File: src/rtl/lrsr_seq_ctrl_if.sv
// rtl/lrsr_seq_ctrl_if.sv - command, load, unload and bit-stream handshakes of the shift-register sequencer
interface lrsr_seq_ctrl_if #(
  parameter int W  = 16,
  parameter int SW = 9
);
  logic          cmd_valid;
  logic          cmd_ready;
  logic [SW-1:0] cmd_shamt;
  logic          in_valid;
  logic          in_ready;
  logic [W-1:0]  in_data;
  logic          out_valid;
  logic          out_ready;
  logic [W-1:0]  out_data;
  logic          bit_valid;
  logic          bit_out;
  logic          done;

  modport master (
    output cmd_valid, cmd_shamt, in_valid, in_data, out_ready,
    input  cmd_ready, in_ready, out_valid, out_data, bit_valid, bit_out, done
  );

  modport slave (
    input  cmd_valid, cmd_shamt, in_valid, in_data, out_ready,
    output cmd_ready, in_ready, out_valid, out_data, bit_valid, bit_out, done
  );
endinterface

File: src/rtl/lrsr_seq_ctrl.sv
// rtl/lrsr_seq_ctrl.sv - load / left-shift / unload sequencer for the 256-bit left/right shift register
module lrsr_seq_ctrl #(
  parameter int W      = 16,
  parameter int NWORDS = 16,
  parameter int SW     = 9
) (
  input  logic                clk,
  input  logic                clr,
  lrsr_seq_ctrl_if.slave      bus,
  output logic                sr_clr,
  output logic                sr_we,
  output logic                sr_sel_ls,
  output logic [W-1:0]        sr_regin,
  input  logic [W-1:0]        sr_regout,
  input  logic                sr_b256
);
  localparam int             WCW   = $clog2(NWORDS);
  localparam logic [SW-1:0]  SHMAX = SW'(NWORDS * W);
  localparam logic [WCW-1:0] WLAST = WCW'(NWORDS - 1);

  typedef enum logic [1:0] {IDLE, LOAD, SHIFT, UNLOAD} state_t;

  state_t         state, next;
  logic [WCW-1:0] wcnt;
  logic [SW-1:0]  bcnt;
  logic [SW-1:0]  shamt;
  logic           bit_valid_q;
  logic           done_q;
  logic           cmd_ready, in_ready, out_valid;

  always_ff @(posedge clk) begin
    if (clr) begin
      state       <= IDLE;
      wcnt        <= '0;
      bcnt        <= '0;
      shamt       <= '0;
      bit_valid_q <= 1'b0;
      done_q      <= 1'b0;
    end else begin
      state       <= next;
      // the shifted-out bit lands in sr_b256 one edge after each shift cycle
      bit_valid_q <= (state == SHIFT);
      done_q      <= (state == UNLOAD) && bus.out_ready && (wcnt == WLAST);
      case (state)
        IDLE: if (bus.cmd_valid) begin
          shamt <= (bus.cmd_shamt > SHMAX) ? SHMAX : bus.cmd_shamt;
          wcnt  <= '0;
        end
        LOAD: if (bus.in_valid) begin
          wcnt <= (wcnt == WLAST) ? '0 : wcnt + WCW'(1);
          if (wcnt == WLAST) bcnt <= '0;
        end
        SHIFT:  bcnt <= bcnt + SW'(1);
        UNLOAD: if (bus.out_ready) wcnt <= (wcnt == WLAST) ? '0 : wcnt + WCW'(1);
        default: ;
      endcase
    end
  end

  always_comb begin
    next      = state;
    cmd_ready = 1'b0;
    in_ready  = 1'b0;
    out_valid = 1'b0;
    sr_we     = 1'b0;
    sr_sel_ls = 1'b0;
    sr_regin  = '0;
    case (state)
      IDLE: begin
        cmd_ready = 1'b1;
        if (bus.cmd_valid) next = LOAD;
      end
      LOAD: begin
        in_ready = 1'b1;
        if (bus.in_valid) begin
          sr_we    = 1'b1;
          sr_regin = bus.in_data;
          if (wcnt == WLAST) next = (shamt == '0) ? UNLOAD : SHIFT;
        end
      end
      SHIFT: begin
        sr_we     = 1'b1;
        sr_sel_ls = 1'b1;
        if (bcnt == shamt - SW'(1)) next = UNLOAD;
      end
      UNLOAD: begin
        out_valid = 1'b1;
        // zeros shifted in at the top leave the register cleared after the last word
        if (bus.out_ready) begin
          sr_we = 1'b1;
          if (wcnt == WLAST) next = IDLE;
        end
      end
      default: next = IDLE;
    endcase
    if (clr) begin
      next      = IDLE;
      cmd_ready = 1'b0;
      in_ready  = 1'b0;
      out_valid = 1'b0;
      sr_we     = 1'b0;
      sr_sel_ls = 1'b0;
      sr_regin  = '0;
    end
  end

  assign sr_clr        = clr | ((state == IDLE) & bus.cmd_valid);
  assign bus.cmd_ready = cmd_ready;
  assign bus.in_ready  = in_ready;
  assign bus.out_valid = out_valid;
  assign bus.out_data  = sr_regout;
  assign bus.bit_valid = bit_valid_q;
  assign bus.bit_out   = sr_b256;
  assign bus.done      = done_q;
endmodule
File: src/flat_wrapper.sv
// flat-port wrapper written by rule: the top's interface ports become plain ports
module lrsr_seq_ctrl_flat 
#(
  parameter int W      = 16,
  parameter int NWORDS = 16,
  parameter int SW     = 9
)
  (clk, clr, sr_clr, sr_we, sr_sel_ls, sr_regin, sr_regout, sr_b256, bus_cmd_valid, bus_cmd_shamt, bus_in_valid, bus_in_data, bus_out_ready, bus_cmd_ready, bus_in_ready, bus_out_valid, bus_out_data, bus_bit_valid, bus_bit_out, bus_done);
  lrsr_seq_ctrl_if #(.W(W), .SW(SW)) bus_i ();
  input  logic clk;
  input  logic clr;
  output logic sr_clr;
  output logic sr_we;
  output logic sr_sel_ls;
  output logic [W-1:0] sr_regin;
  input  logic [W-1:0] sr_regout;
  input  logic sr_b256;
  input wire logic [$bits(bus_i.cmd_valid)-1:0] bus_cmd_valid;
  input wire logic [$bits(bus_i.cmd_shamt)-1:0] bus_cmd_shamt;
  input wire logic [$bits(bus_i.in_valid)-1:0] bus_in_valid;
  input wire logic [$bits(bus_i.in_data)-1:0] bus_in_data;
  input wire logic [$bits(bus_i.out_ready)-1:0] bus_out_ready;
  output wire logic [$bits(bus_i.cmd_ready)-1:0] bus_cmd_ready;
  output wire logic [$bits(bus_i.in_ready)-1:0] bus_in_ready;
  output wire logic [$bits(bus_i.out_valid)-1:0] bus_out_valid;
  output wire logic [$bits(bus_i.out_data)-1:0] bus_out_data;
  output wire logic [$bits(bus_i.bit_valid)-1:0] bus_bit_valid;
  output wire logic [$bits(bus_i.bit_out)-1:0] bus_bit_out;
  output wire logic [$bits(bus_i.done)-1:0] bus_done;
  assign bus_i.cmd_valid = bus_cmd_valid;
  assign bus_i.cmd_shamt = bus_cmd_shamt;
  assign bus_i.in_valid = bus_in_valid;
  assign bus_i.in_data = bus_in_data;
  assign bus_i.out_ready = bus_out_ready;
  assign bus_cmd_ready = bus_i.cmd_ready;
  assign bus_in_ready = bus_i.in_ready;
  assign bus_out_valid = bus_i.out_valid;
  assign bus_out_data = bus_i.out_data;
  assign bus_bit_valid = bus_i.bit_valid;
  assign bus_bit_out = bus_i.bit_out;
  assign bus_done = bus_i.done;
  lrsr_seq_ctrl #(.W(W), .NWORDS(NWORDS), .SW(SW)) u_core (.clk(clk), .clr(clr), .bus(bus_i), .sr_clr(sr_clr), .sr_we(sr_we), .sr_sel_ls(sr_sel_ls), .sr_regin(sr_regin), .sr_regout(sr_regout), .sr_b256(sr_b256));
endmodule
File: config.mk
export PLATFORM = sky130hd
export DESIGN_NAME = lrsr_seq_ctrl_flat
export DESIGN_NICKNAME = d
export VERILOG_FILES = /design/src/rtl/lrsr_seq_ctrl_if.sv /design/src/rtl/lrsr_seq_ctrl.sv /design/src/flat_wrapper.sv
export SDC_FILE = /design/constraint.sdc
export NUM_CORES = 1
export LEC_CHECK = 0
export BUFFER_PORTS_ARGS = -buffer_cell sky130_fd_sc_hd__buf_4
export CORE_ASPECT_RATIO = 1.1
export CORE_UTILIZATION = 50
export CTS_CLUSTER_DIAMETER = 100
export DETAILED_ROUTE_END_ITERATION = 10
export PLACE_DENSITY = 0.88
export SLEW_MARGIN = 30
export SYNTH_ARGS = -nofsm -noshare
export SYNTH_HDL_FRONTEND = slang
export SYNTH_SLANG_ARGS = --single-unit
export TNS_END_PERCENT = 1
File: constraint.sdc
create_clock -name clk -period 4.97 [get_ports clk]
set_input_delay 0.2485 -clock clk [delete_from_list [all_inputs] [get_ports clk]]
set_output_delay 0.2485 -clock clk [all_outputs]
set_load 0.1 [all_outputs]
==> key figures <==
Synthesis
  – Ranking of synthesized cells by area: dfxtp_1, and3_1, buf_4, ha_1, nor2_1
  – Seq/Total Area, Yosys: 0.280
  – Cells after Synth: ~230
  – Post-Syn Area: approximately 1900 sq um
  – Ys flop type: dfxtp_1
  – Async SR Flop Fraction: 0
  – Number of synthesized flops with an enable pin: 0
  – Yosys top cell area share: 0.280
  – Yosys top cell by area: dfxtp_1
  – Yosys reg bits: 26
  – Count of different cell masters after synthesis: 45
  – Syn Area/Cell: 7.94 sq um
  – Syn nets: 290
  – Top cells by count, synth: dfxtp_1, nor2_1, and3_1
  – Yosys warning total: 0

Placement
  – Placed instance count: 307
  – HPWL Detailed: roughly 3300 microns
  – Placed instance area: roughly 2100 sq um
  – I/O Buffers: 53
  – GP Congestion: ~0.89

Floorplanning
  – Die Wd: 60.1 microns
  – Die ar.: 3960 sq um
  – Initial Util: 0.540
  – Row count: 22
  – Core area: between 3000 and 4000 sq um
  – Io pins: approximately 90
  – Die H: 65.9 microns

Pwr
  – Pwr/cell area: between 300 and 400 nW/um^2
  – Peak supply drop: ~140 uV
  – Internal cell power: between 0.0004 and 0.0005 W
  – Static Leak: 0.967 nW
  – Clock Power Share: 0.105
  – Sw Share: 0.500
  – Power share of the combinational group: 0.583
  – Psw: between 0.0004 and 0.0005 W
  – Sequential power share: 0.312

Cells and area
  – Diodes inserted: 0
  – Fillcell total: 299
  – Final Non-Filler Cells: 310
  – Finished layout cell area: 2170 sq um
  – Fin nets: 320
  – Ratio of cells with drive above 1 in the final layout: 0.233
  – Area Overhead vs Synth: 16.6%

STA
  – Setup TNS: 0 ns
  – Fmax: 361 MHz
  – Relative slew slack: 0.405
  – Final-report hold violation count: 0
  – Setup violators final: 0
  – Unrepaired setup endpoints after global routing: no
  – Tcrit/Tclk final: 0.558
  – Final Max Slew Viols: 0
  – Setup Skew: between 0.002 and 0.003 ns
  – Worst-Margin Slew: 0.891 ns
  – Tmin final: 2.77 ns

GRT
  – Initial antenna violation count: 0
  – Total gr overflow: 0
  – First-pass GRT wire length: approximately 6400 microns
  – Vias in the first global route: about 1500
  – Largest net degree at the start of global routing: 24
  – Total GRT Usage: 0.211

Drt
  – Vias: between 1500 and 2000
  – DR WL/cell: 13.9 microns
  – DRT Pass-1 Iters: 4
  – Antenna Nets Post-Route: 0
  – 1st-iter DRT viols: 53
  – Detailed-route DRC error count: 0
  – Vias per inst: roughly 5.5
  – Final wirelength: between 4000 and 5000 microns

Min path
  – Hold path start: bus_cmd_shamt[1]
  – Min-delay worst type: in -> reg

Setup path
  – CP endpoint kind: output pin
  – CP max FO: 17
  – CP peak stage delay: 0.76 ns
  – Critical path, cell by cell: inv_1 > ha_1 > nor2b_1 > and3_1 > buf_4
  – CP Data Required Time: 4.72 ns
  – Kind of critical path: reg -> out
  – Crit path from: u_core.state[1]
  – CP startpoint kind: flop
  – Flop-to-flop setup slack: 2.57 ns
  – Worst path slowest cell: nor2b_1
  – Worst EP arrival: ~2.5 ns
  – Crit path to: sr_regin[14]
  – R2R cell count: 8
  – Reg-to-reg startpoint: u_core.state[1]
  – Crit Reg-Reg Endpoint: u_core.state[0]

CTS
  – TritonCTS buffer count: 3
  – TritonCTS clock tree: done
  – Clk Latency, worst-skew pair: around 0.32 ns
  – Worst-path clk slew: between 0.1 and 0.15 ns
  – CTS sink count: 26
  – H-tree depth: 1
  – Longest Clk Path Bufs: 2
  – Post-CTS Hold Buffers: 0
  – Post-CTS resize count: 0
  – Clock root buffer: clkbuf_4
  – Post-CTS Setup Inserts: 0

Run status
  – Status: finished, final reports clean

Job
  – Maxcap violations: 0
kinds of logic after synthesis:
group,synth area share
buffers and inverters,0.108
and+or+nand+nor,0.298
muxes,0.0168
DFF,0.280
xor gates and xnor gates,0.0896
AOI/OAI and AO/OA,0.147
adders and majority gates,0.0606
power groups by stage:
stage               Sequential [W]  Clock [W]  Combinational, W
global placement          0.000263          0          0.000469
global route              0.000264  0.0000966          0.000528
CTS                       0.000260  0.0000882          0.000479
detailed placement        0.000264          0          0.000476
floorplan                 0.000262          0          0.000439
finish                    0.000261  0.0000873          0.000487
final cells by class:
type	count	area [sq um]	area share
inverter	6	22.5	0.0104
clock buffer	3	22.5	0.0104
multi-input combinational	174	1140	0.528
tap	48	60.1	0.0277
timing repair buffer	53	398	0.184
sequential	26	520	0.240
per-layer routing:
metal	track usage	routed length (microns)
met2	0.343	2140
met3	0.0411	213
met5	0	0
met1	0.269	1850
met4	0.0814	102
how the worst min path moves through the flow:
| stage | end | cells past startpoint |
|---|---|---|
| 2_1_floorplan | u_core.shamt[0] | 2 |
| 3_3_place_gp | u_core.shamt[1] | 3 |
| 3_5_place_dp | u_core.shamt[0] | 3 |
| 4_1_cts | u_core.shamt[1] | 3 |
| 5_1_grt | u_core.shamt[4] | 2 |
| 6_report | u_core.shamt[1] | 3 |
flip-flops by register name (all words and copies together) (netlist names):
name	flops
u_core.bcnt	9
u_core.shamt	9
u_core.wcnt	4
u_core.state	2
u_core.bus.bit_valid	1
u_core.bus.done	1
worst max-delay path, delay by kind of cell (launching register included):
family,cells,cell delay (ns)
fa+ha+maj,1,0.34
buf+inv,2,0.43
flops,1,0.39
simple gates,2,1.04
metrics by stage:
stage | hold slack (ns) | total power (W) | setup slack, ns | utilization
floorplan | 0.357 | 0.000702 | 1.55 | -
global placement | 0.466 | 0.000733 | 2.75 | 0.621
detailed placement | 0.476 | 0.000740 | 2.62 | 0.621
CTS | 0.142 | 0.000827 | 2.26 | 0.628
global route | 0.141 | 0.000888 | 2.07 | 0.630
finish | 0.135 | 0.000835 | 2.20 | 0.630
cells in the final DEF (no fill, tap or decap), drive strengths merged:
master | synthesis | routed
ha | 9 | 9
nor2 | 26 | 26
clkbuf | 8 | 3
nand3b | 2 | 2
nor4b | 1 | 1
a21boi | 2 | 2
or3 | 1 | 1
a2111oi | 1 | 1
nand2 | 14 | 14
o31ai | 2 | 2
o41ai | 1 | 1
mux2i | 2 | 2
nor3b | 4 | 4
nor4 | 4 | 4
nand4 | 4 | 4
inv | 6 | 6
xnor2 | 11 | 11
mux2 | 1 | 1
o21ai | 8 | 8
and3 | 21 | 21
a32oi | 1 | 1
o211ai | 1 | 1
a22o | 4 | 4
buf | 20 | 53
a21o | 1 | 1
nor3 | 6 | 6
a31oi | 4 | 4
xor2 | 8 | 8
o21bai | 1 | 1
nand2b | 4 | 4
nor4bb | 1 | 1
nand4bb | 1 | 1
a211oi | 3 | 3
dfxtp | 26 | 26
nand3 | 3 | 3
a21oi | 13 | 13
or4 | 1 | 1
nor2b | 8 | 8
Note: power is estimated with default switching activity, not from simulation.
